--- src/rtl/ks_serial_mul_pkg.sv ---
// Shared types and helpers for the digit-serial carry-less multiplier.
// Holds the digit-count function, FSM state encoding and a reference product.
package ks_pkg;

    // FSM state encoding (plain vector constants for legacy tools)
    typedef logic [1:0] state_t;

    localparam state_t ST_IDLE = 2'd0;
    localparam state_t ST_RUN  = 2'd1;
    localparam state_t ST_DONE = 2'd2;

    // Widest operand the reference product supports
    localparam int REF_W = 128;

    // Number of D-bit digits needed to cover an N-bit operand
    function automatic int ks_digits(input int n, input int d);
        return (n + d - 1) / d;
    endfunction

    // Plain shift-and-xor carry-less product, operands zero-extended
    function automatic logic [2*REF_W-2:0] clmul_ref(
        input logic [REF_W-1:0] a,
        input logic [REF_W-1:0] b
    );
        logic [2*REF_W-2:0] a_ext;
        logic [2*REF_W-2:0] p;
        a_ext = '0;
        a_ext[REF_W-1:0] = a;
        p = '0;
        for (int i = 0; i < REF_W; i++) begin
            if (b[i]) begin
                p = p ^ (a_ext << i);
            end
        end
        return p;
    endfunction

endpackage

--- src/rtl/ks_serial_mul_if.sv ---
// Operand/result handshake bundle for ks_serial_mul.
// master: producer of a/b and consumer of d; slave: the multiplier.
interface ks_serial_mul_if #(
    parameter int N = 75
);

    logic           in_valid;
    logic           in_ready;
    logic [N-1:0]   a;
    logic [N-1:0]   b;
    logic           out_valid;
    logic           out_ready;
    logic [2*N-2:0] d;
    logic           busy;

    modport master (
        output in_valid,
        output a,
        output b,
        output out_ready,
        input  in_ready,
        input  out_valid,
        input  d,
        input  busy
    );

    modport slave (
        input  in_valid,
        input  a,
        input  b,
        input  out_ready,
        output in_ready,
        output out_valid,
        output d,
        output busy
    );

endinterface

--- src/rtl/ks_serial_mul_clmul_digit.sv ---
// Combinational N x D carry-less multiplier producing an N+D-1 bit product.
// Ports: a_i (N), b_i (D digit), p_o (N+D-1).
module clmul_digit #(
    parameter int N = 75,
    parameter int D = 16
) (
    input  logic [N-1:0]     a_i,
    input  logic [D-1:0]     b_i,
    output logic [N+D-2:0]   p_o
);

    logic [N+D-2:0] a_ext;

    always_comb begin
        a_ext = '0;
        a_ext[N-1:0] = a_i;
        p_o = '0;
        for (int j = 0; j < D; j++) begin
            if (b_i[j]) begin
                p_o = p_o ^ (a_ext << j);
            end
        end
    end

endmodule

--- src/rtl/ks_serial_mul.sv ---
// Digit-serial GF(2)[x] multiplier: one D-bit digit of b per cycle vs all of a.
// Ports: clk, rst (async, active-high), bus (slave: a/b in, d out, handshakes).
module ks_serial_mul
    import ks_pkg::*;
#(
    parameter int N = 75,
    parameter int D = 16
) (
    input  logic           clk,
    input  logic           rst,
    ks_serial_mul_if.slave bus
);

    localparam int K  = ks_digits(N, D);
    localparam int CW = $clog2(K) + 1;
    localparam int BW = K * D;
    localparam int PW = N + D - 1;
    localparam int DW = 2 * N - 1;

    state_t          state_q;
    state_t          state_d;
    logic [N-1:0]    a_q;
    logic [N-1:0]    a_d;
    logic [BW-1:0]   b_q;
    logic [BW-1:0]   b_d;
    logic [DW-1:0]   acc_q;
    logic [DW-1:0]   acc_d;
    logic [DW-1:0]   d_q;
    logic [DW-1:0]   d_d;
    logic [CW-1:0]   cnt_q;
    logic [CW-1:0]   cnt_d;

    logic [PW-1:0]   pp;
    logic [DW-1:0]   pp_ext;
    logic [DW-1:0]   pp_sh;
    logic [DW-1:0]   acc_nxt;
    logic [31:0]     shamt;
    logic            last;

    // b_q is shifted right one digit per RUN cycle, so the
    // current digit always sits in the low D bits.
    clmul_digit #(
        .N (N),
        .D (D)
    ) u_digit (
        .a_i (a_q),
        .b_i (b_q[D-1:0]),
        .p_o (pp)
    );

    // Partial product placed at digit offset cnt*D. Truncation to
    // 2N-1 bits is lossless since the true degree is <= 2N-2.
    always_comb begin
        pp_ext = '0;
        pp_ext[PW-1:0] = pp;
        shamt = 32'(cnt_q) * 32'(D);
        pp_sh = pp_ext << shamt;
        acc_nxt = acc_q ^ pp_sh;
        last = (cnt_q == CW'(K - 1));
    end

    always_comb begin
        state_d = state_q;
        a_d     = a_q;
        b_d     = b_q;
        acc_d   = acc_q;
        cnt_d   = cnt_q;
        d_d     = d_q;
        unique case (state_q)
            ST_IDLE: begin
                if (bus.in_valid) begin
                    a_d            = bus.a;
                    b_d            = '0;
                    b_d[N-1:0]     = bus.b;
                    acc_d          = '0;
                    cnt_d          = '0;
                    state_d        = ST_RUN;
                end
            end
            ST_RUN: begin
                acc_d = acc_nxt;
                b_d   = b_q >> D;
                cnt_d = cnt_q + CW'(1);
                if (last) begin
                    d_d     = acc_nxt;
                    state_d = ST_DONE;
                end
            end
            ST_DONE: begin
                if (bus.out_ready) begin
                    state_d = ST_IDLE;
                end
            end
            default: begin
                state_d = ST_IDLE;
            end
        endcase
    end

    always_ff @(posedge clk or posedge rst) begin
        if (rst) begin
            state_q <= ST_IDLE;
            a_q     <= '0;
            b_q     <= '0;
            acc_q   <= '0;
            cnt_q   <= '0;
            d_q     <= '0;
        end else begin
            state_q <= state_d;
            a_q     <= a_d;
            b_q     <= b_d;
            acc_q   <= acc_d;
            cnt_q   <= cnt_d;
            d_q     <= d_d;
        end
    end

    assign bus.in_ready  = (state_q == ST_IDLE);
    assign bus.out_valid = (state_q == ST_DONE);
    assign bus.busy      = (state_q != ST_IDLE);
    assign bus.d         = d_q;

    a_hs_excl: assert property (
        @(posedge clk) disable iff (rst)
        !(bus.in_ready && bus.out_valid)
    );

    a_cnt_range: assert property (
        @(posedge clk) disable iff (rst)
        (state_q == ST_RUN) |-> (cnt_q <= CW'(K - 1))
    );

endmodule

--- src/flat_wrapper.sv ---
// flat-port wrapper written by rule: the top's interface ports become plain ports
module ks_serial_mul_flat import ks_pkg::*;
#(
    parameter int N = 75,
    parameter int D = 16
)
  (clk, rst, bus_in_valid, bus_a, bus_b, bus_out_ready, bus_in_ready, bus_out_valid, bus_d, bus_busy);
  ks_serial_mul_if #(.N(N)) bus_i ();
  input  logic clk;
  input  logic rst;
  input wire logic [$bits(bus_i.in_valid)-1:0] bus_in_valid;
  input wire logic [$bits(bus_i.a)-1:0] bus_a;
  input wire logic [$bits(bus_i.b)-1:0] bus_b;
  input wire logic [$bits(bus_i.out_ready)-1:0] bus_out_ready;
  output wire logic [$bits(bus_i.in_ready)-1:0] bus_in_ready;
  output wire logic [$bits(bus_i.out_valid)-1:0] bus_out_valid;
  output wire logic [$bits(bus_i.d)-1:0] bus_d;
  output wire logic [$bits(bus_i.busy)-1:0] bus_busy;
  assign bus_i.in_valid = bus_in_valid;
  assign bus_i.a = bus_a;
  assign bus_i.b = bus_b;
  assign bus_i.out_ready = bus_out_ready;
  assign bus_in_ready = bus_i.in_ready;
  assign bus_out_valid = bus_i.out_valid;
  assign bus_d = bus_i.d;
  assign bus_busy = bus_i.busy;
  ks_serial_mul #(.N(N), .D(D)) u_core (.clk(clk), .rst(rst), .bus(bus_i));
endmodule
--- config.mk ---
export PLATFORM = sky130hd
export DESIGN_NAME = ks_serial_mul_flat
export DESIGN_NICKNAME = d
export VERILOG_FILES = /design/src/rtl/ks_serial_mul_pkg.sv /design/src/rtl/ks_serial_mul_if.sv /design/src/rtl/ks_serial_mul_clmul_digit.sv /design/src/rtl/ks_serial_mul.sv /design/src/flat_wrapper.sv
export SDC_FILE = /design/constraint.sdc
export NUM_CORES = 2
export LEC_CHECK = 0
export BUFFER_PORTS_ARGS = -buffer_cell sky130_fd_sc_hd__buf_2
export CELL_PAD_IN_SITES_DETAIL_PLACEMENT = 1
export CELL_PAD_IN_SITES_GLOBAL_PLACEMENT = 2
export CORE_MARGIN = 2
export CORE_UTILIZATION = 33
export DETAILED_ROUTE_END_ITERATION = 16
export PLACE_DENSITY_LB_ADDON = 0.08
export SETUP_SLACK_MARGIN = 0.5
export SYNTH_ARGS = -nofsm -noshare
export SYNTH_HDL_FRONTEND = slang
export SYNTH_SLANG_ARGS = --single-unit
--- constraint.sdc ---
create_clock -name clk -period 14.2 [get_ports clk]
set_input_delay 2.13 -clock clk [delete_from_list [all_inputs] [get_ports clk]]
set_output_delay 2.13 -clock clk [all_outputs]
set_load 0.01 [all_outputs]
[Word level (Yosys, flattened, before mapping)]
Index checks and enable logic that the tools add are counted.
Storage, ports and cells
  register bits after elaboration: 459
  bits in latches: 0
  memory bits (writable): 0
  memory bits (read-only): 0
  bits of input ports: 154
  output and inout port bits: 152
  memories: 0
Operators by class
  add/sub/neg operators: 1
  multiply operators: 0
  divide/modulo/power cells: 0
  $lt $le $gt $ge: 0
  equal/unequal tests: 6
  shifts and indexed selects: 1
  multiplexer cells: 26
  bitwise gates (word level): 16
  reduce and logical (&&, ||, !) cells: 7
Operators with widths (number)
  $mux 90: 15
  $pmux 149 s2: 1
  $pmux 80 s2: 1
  $mux 149: 1
  $shl 90x8->149: 1
  $xor 149x149->149: 1
  $xor 90x76->90: 1
  $xor 90x77->90: 1
  $xor 90x78->90: 1
  $xor 90x79->90: 1
  $xor 90x80->90: 1
  $xor 90x81->90: 1
  $xor 90x82->90: 1
  $xor 90x83->90: 1
  $xor 90x84->90: 1
  $xor 90x85->90: 1
  $xor 90x86->90: 1
  $xor 90x87->90: 1
  $xor 90x88->90: 1
  $xor 90x89->90: 1
  $xor 90x90->90: 1
  $mux 80: 1
  $mux 75: 1
  $pmux 4 s2: 1
  other kinds (13): 19

[Depth between registers and ports, before layout]
  depth after elaboration: 34
  gate-level depth with buffers: 13
  gate-level depth less buffers: 10

[Hierarchy]
Synthesis repeated with hierarchy kept, for this count alone.
Second synthesis, totals
  cells, all modules: 5215
  area, all modules: 40267.4 µm²
Modules (own cells, without submodules)
  ks_serial_mul: instances 1, cells each 2627, area an instance 24486.0 µm²
  clmul_digit: instances 1, cells each 2588, area an instance 15781.4 µm²

[Least setup slack after synthesis]
No wires, ideal clock.
  path kind: in2reg
  start: input bus_in_valid
  end: register u_core.acc_q[2]
  setup time: 0.096 ns
  arrival time: 3.249 ns
  data required time: 14.104 ns
  setup slack: 10.856 ns
  stages: 7
  cell sequence: and2_1 -> clkbuf_1 -> nor2_1 -> clkbuf_1 -> a21oi_1 -> nand2b_1 -> o31ai_1
On the way
  longest elaborated chain between the ends: 2
Ends and longest elaborated chain
  start: declaration: RTL line flat_wrapper.sv:11  | input wire logic [$bits(bus_i.in_valid)-1:0] bus_in_valid;
  $ne 2x2->1 (no source line)
  $reduce_and 2->1 (no source line)
  end signal: assignment: RTL line ks_serial_mul.sv:105  | acc_q <= '0;
  end signal: assignment: RTL line ks_serial_mul.sv:112  | acc_q <= acc_d;
  end: declaration: RTL line ks_serial_mul.sv:26  | logic [DW-1:0] acc_q;
Every way passes these cells.
A chain may end at the register's enable or synchronous reset.

[Worst setup path after layout]
  start: register u_core.b_q[1]
  end: register u_core.acc_q[72]
On the way
  longest elaborated chain between the ends: 32
Ends and longest elaborated chain
  start: declaration: RTL line ks_serial_mul.sv:24  | logic [BW-1:0] b_q;
  start signal: assignment: RTL line ks_serial_mul.sv:104  | b_q <= '0;
  start signal: assignment: RTL line ks_serial_mul.sv:111  | b_q <= b_d;
  $mux 90 *: RTL line ks_serial_mul_clmul_digit.sv:19  | if (b_i[j]) begin
  $xor 90x77->90: RTL line ks_serial_mul_clmul_digit.sv:20  | p_o = p_o ^ (a_ext << j);
  $mux 90 *: RTL line ks_serial_mul_clmul_digit.sv:19
  $xor 90x78->90: RTL line ks_serial_mul_clmul_digit.sv:20
  $mux 90 *: RTL line ks_serial_mul_clmul_digit.sv:19
  $xor 90x79->90: RTL line ks_serial_mul_clmul_digit.sv:20
  $mux 90 *: RTL line ks_serial_mul_clmul_digit.sv:19
  $xor 90x80->90: RTL line ks_serial_mul_clmul_digit.sv:20
  (+16 left out)
  $mux 90 *: RTL line ks_serial_mul_clmul_digit.sv:19
  $xor 90x89->90: RTL line ks_serial_mul_clmul_digit.sv:20
  $mux 90 *: RTL line ks_serial_mul_clmul_digit.sv:19
  $xor 90x90->90: RTL line ks_serial_mul_clmul_digit.sv:20
  $mux 90 *: RTL line ks_serial_mul_clmul_digit.sv:19
  $shl 90x8->149 *: RTL line ks_serial_mul.sv:57  | pp_sh = pp_ext << shamt;
  $xor 149x149->149 *: RTL line ks_serial_mul.sv:58  | acc_nxt = acc_q ^ pp_sh;
  $pmux 149 s2 *: RTL line ks_serial_mul.sv:69  | unique case (state_q)
Every way passes the cells marked *; elsewhere a longest branch is shown, timed or not.

==> results_dict.tcl <==
set metrics [dict create \
    status "completed" \
    cts_hold_buf 0 \
    rows 125 \
    start_util 0.333 \
    io_buffer_count 305 \
    h-tree-depth 2 \
    hold_class "flop to flop" \
    fin_cells 6842 \
    rsz0062_at_grt "false" \
    arrival_ns 5.20 \
    top_layer_used "met4" \
    area_growth_pct 10.4 \
    drv_slew 0 \
    antenna_found_initial 0 \
    r2r_end "u_core.acc_q[72]$_DFFE_PP0P_" \
    ys.flop_type "dfrtp_1" \
    drc 0 \
    yosysUniqueCellTypes 70 \
    clk_latency_ns 0.71 \
    endpoint "u_core.acc_q[72]$_DFFE_PP0P_" \
    worstSetupPathType "flop to flop" \
    antenna_cells 0 \
    gp_congestion 0.895 \
    slew_headroom 0.0640 \
    worstMarginPinSlew_ns 1.39 \
    ctsResizeCount 0 \
    cts_root_buffer "clkbuf_16" \
    wl_met2_um 79600 \
    grt_pass1_wl_um 249000 \
    grt_max_degree 122 \
    period_share 0.325 \
    die_y_um 347 \
    drive_gt1_frac 0.110 \
    fp.dieW_um 347 \
    reg2reg_depth 11 \
    cp.required_ns 14.79 \
    synth-edff-count 0 \
    setup.worst_path.start "u_core.b_q[1]$_DFFE_PP0P_" \
    initialDrtViolationCount 2127 \
    setup-violations-final 0 \
    cts.path.max_buffers 3 \
    synth_fp_nets 5424 \
    regToRegSetupSlack_ns 9.59 \
    finalHoldViolations 0 \
    grt_pass1_vias 36044 \
    via_per_inst 5.22 \
    cts_tree "built" \
    critical_path.max_fanout 55 \
    synth_cells 5268 \
    routedWlPerCell_um 24.4 \
    gr-usage-all-layers 0.273 \
    num_io_pins 306 \
    period_minus_slack_ns 4.61 \
    placed_cells 6739 \
    timing.rr.start "u_core.b_q[1]$_DFFE_PP0P_" \
    fin_skew_ns 0.0571 \
    coreArea_sq_um 116000 \
    ys_warn_count 0 \
    avgSynthCellArea_sq_um 7.36 \
    first_pass_iters 7 \
    grt-ovfl-total 0 \
    vias 35730 \
    ys_ff_latch 454 \
    start_kind "flop" \
    synth-seq-area-share 0.293 \
    cts_sinks 454 \
    wirelength_um 167000 \
    wl_met3_um 7560 \
    post-cts-setup-buffer-count 0 \
    max_freq_ghz 0.217 \
    ant_nets 0 \
    syn-cell-area_sq_um 38800 \
    die-area_sq_um 120000 \
    cts_inserted_buffers 57 \
    synthArstFlopShare 1.00 \
    m1WireLength_um 74500 \
    tns_ns 0 \
    drv_cap 0 \
    clk_pin_slew_ns 0.06 \
    finalNetCount 5430 \
    dp.final_hpwl_um 110000 \
    endpoint_kind "flop" \
]
[synthesized netlist by cell type, drive strengths merged, types with 3 or more instances]
cell type | number | area (sq um)
nand2 | 1933 | 7260
xnor2 | 853 | 7480
dfrtp | 454 | 11400
xor2 | 322 | 2820
buf | 289 | 1570
o21ai | 267 | 1340
nor2 | 212 | 796
clkbuf | 175 | 657
a21oi | 150 | 751
a31oi | 75 | 469
mux2i | 68 | 713
nand3 | 50 | 250
inv | 41 | 154
nor3 | 41 | 205
a21o | 40 | 300
o22ai | 37 | 231
or3 | 36 | 225
o31ai | 35 | 263
mux2 | 20 | 225
a22o | 18 | 158
a211oi | 15 | 113
xnor3 | 15 | 339
o22a | 14 | 123
o211ai | 12 | 90.1
o221ai | 10 | 87.6
or2 | 8 | 50.1
a22oi | 6 | 45.0
nand2b | 6 | 37.5
o21a | 6 | 45.0
and2 | 5 | 31.3
mux4 | 5 | 113
a2111oi | 4 | 60.1
a221o | 3 | 30.0
a221oi | 3 | 38.8
a2bb2oi | 3 | 26.3
and3 | 3 | 18.8
nor4 | 3 | 18.8
o2bb2ai | 3 | 26.3
o41ai | 3 | 26.3
[critical path, cell delays in order (launching register included)]
cell     delay (ns)
dfrtp_2        0.72
buf_4          0.82
nand2_1        0.14
xnor2_1        0.23
xnor2_1        0.16
xnor2_1        0.10
xnor2_1        0.70
mux2i_1        0.23
mux2i_1        0.78
o22a_1         0.34
a21oi_1        0.09
o21ai_0        0.16
[per-stage QoR]
stage	instance area, sq um	hold slack, ns	worst slack [ns]	util
floorplan	38800	0.436	5.93	-
global placement	40900	0.453	9.30	0.351
detailed placement	40900	0.458	9.31	0.351
CTS	42800	0.473	9.62	0.368
global route	42800	0.498	9.25	0.368
finish	42800	0.466	9.59	0.368
[cells in the final DEF, fill, tap and decap left out, drive strengths merged, types with 4 or more instances in the layout]
| cell | n |
|---|---|
| nand2 | 1933 |
| xnor2 | 853 |
| dfrtp | 454 |
| buf | 411 |
| xor2 | 322 |
| o21ai | 267 |
| nor2 | 212 |
| a21oi | 150 |
| clkbuf | 86 |
| a31oi | 75 |
| mux2i | 68 |
| nand3 | 50 |
| nor3 | 41 |
| inv | 41 |
| a21o | 40 |
| o22ai | 37 |
| or3 | 36 |
| o31ai | 35 |
| mux2 | 20 |
| a22o | 18 |
| a211oi | 15 |
| xnor3 | 15 |
| o22a | 14 |
| clkinv | 14 |
| o211ai | 12 |
| o221ai | 10 |
| or2 | 8 |
| o21a | 6 |
| a22oi | 6 |
| nand2b | 6 |
| mux4 | 5 |
| and2 | 5 |
| a2111oi | 4 |
[flip-flops by register name (all words and copies together), names as in the netlist]
signal and count:
u_core.acc_q 149, u_core.bus.d 149, u_core.a_q 75, u_core.b_q 75
u_core.cnt_q 4, u_core.state_q 2
[cell families (layout without fill, tap and decap cells)]
| family | Yosys count | in the layout | share of synthesized area |
|---|---|---|---|
| simple gates | 2304 | 2304 | 0.231 |
| xor+xnor | 1190 | 1190 | 0.274 |
| compound gates | 718 | 718 | 0.112 |
| buf+inv | 507 | 557 | 0.0616 |
| flops | 454 | 454 | 0.293 |
| mux | 93 | 93 | 0.0271 |
| fa+ha+maj | 2 | 2 | 0.000646 |
[cell type report]
| class | instances | area [sq um] |
|---|---|---|
| Multi-Input combinational cell | 4307 | 25100 |
| Tap cell | 1524 | 1910 |
| Timing Repair Buffer | 411 | 2330 |
| Clock buffer | 86 | 1700 |
| Clock inverter | 17 | 231 |
| Sequential cell | 454 | 11400 |
| Inverter | 43 | 165 |
| Fill cell | 14339 | 73600 |
[worst min path at each step]
stage                                             from                            to  slack [ns]  depth (start not counted)
after floorplan           u_core.acc_q[48]$_DFFE_PP0P_  u_core.acc_q[48]$_DFFE_PP0P_        0.44                          1
after global placement    u_core.bus.d[39]$_DFFE_PP0P_  u_core.bus.d[39]$_DFFE_PP0P_        0.45                          2
after detailed placement  u_core.bus.d[39]$_DFFE_PP0P_  u_core.bus.d[39]$_DFFE_PP0P_        0.46                          2
after CTS                 u_core.bus.d[39]$_DFFE_PP0P_  u_core.bus.d[39]$_DFFE_PP0P_        0.47                          2
after global routing      u_core.bus.d[18]$_DFFE_PP0P_  u_core.bus.d[18]$_DFFE_PP0P_        0.50                          2
final                     u_core.bus.d[39]$_DFFE_PP0P_  u_core.bus.d[39]$_DFFE_PP0P_        0.47                          2
[metal layers]
| metal | vias to the layer above | GRT usage |
|---|---|---|
| li1 | 16737 | - |
| met1 | 17923 | 0.363 |
| met2 | 851 | 0.460 |
| met3 | 219 | 0.0304 |
| met4 | 0 | 0.0870 |
| met5 | - | 0 |
Power is not shown: default switching activity piles up to over one toggle a cycle in this logic, so the estimate is an artifact.
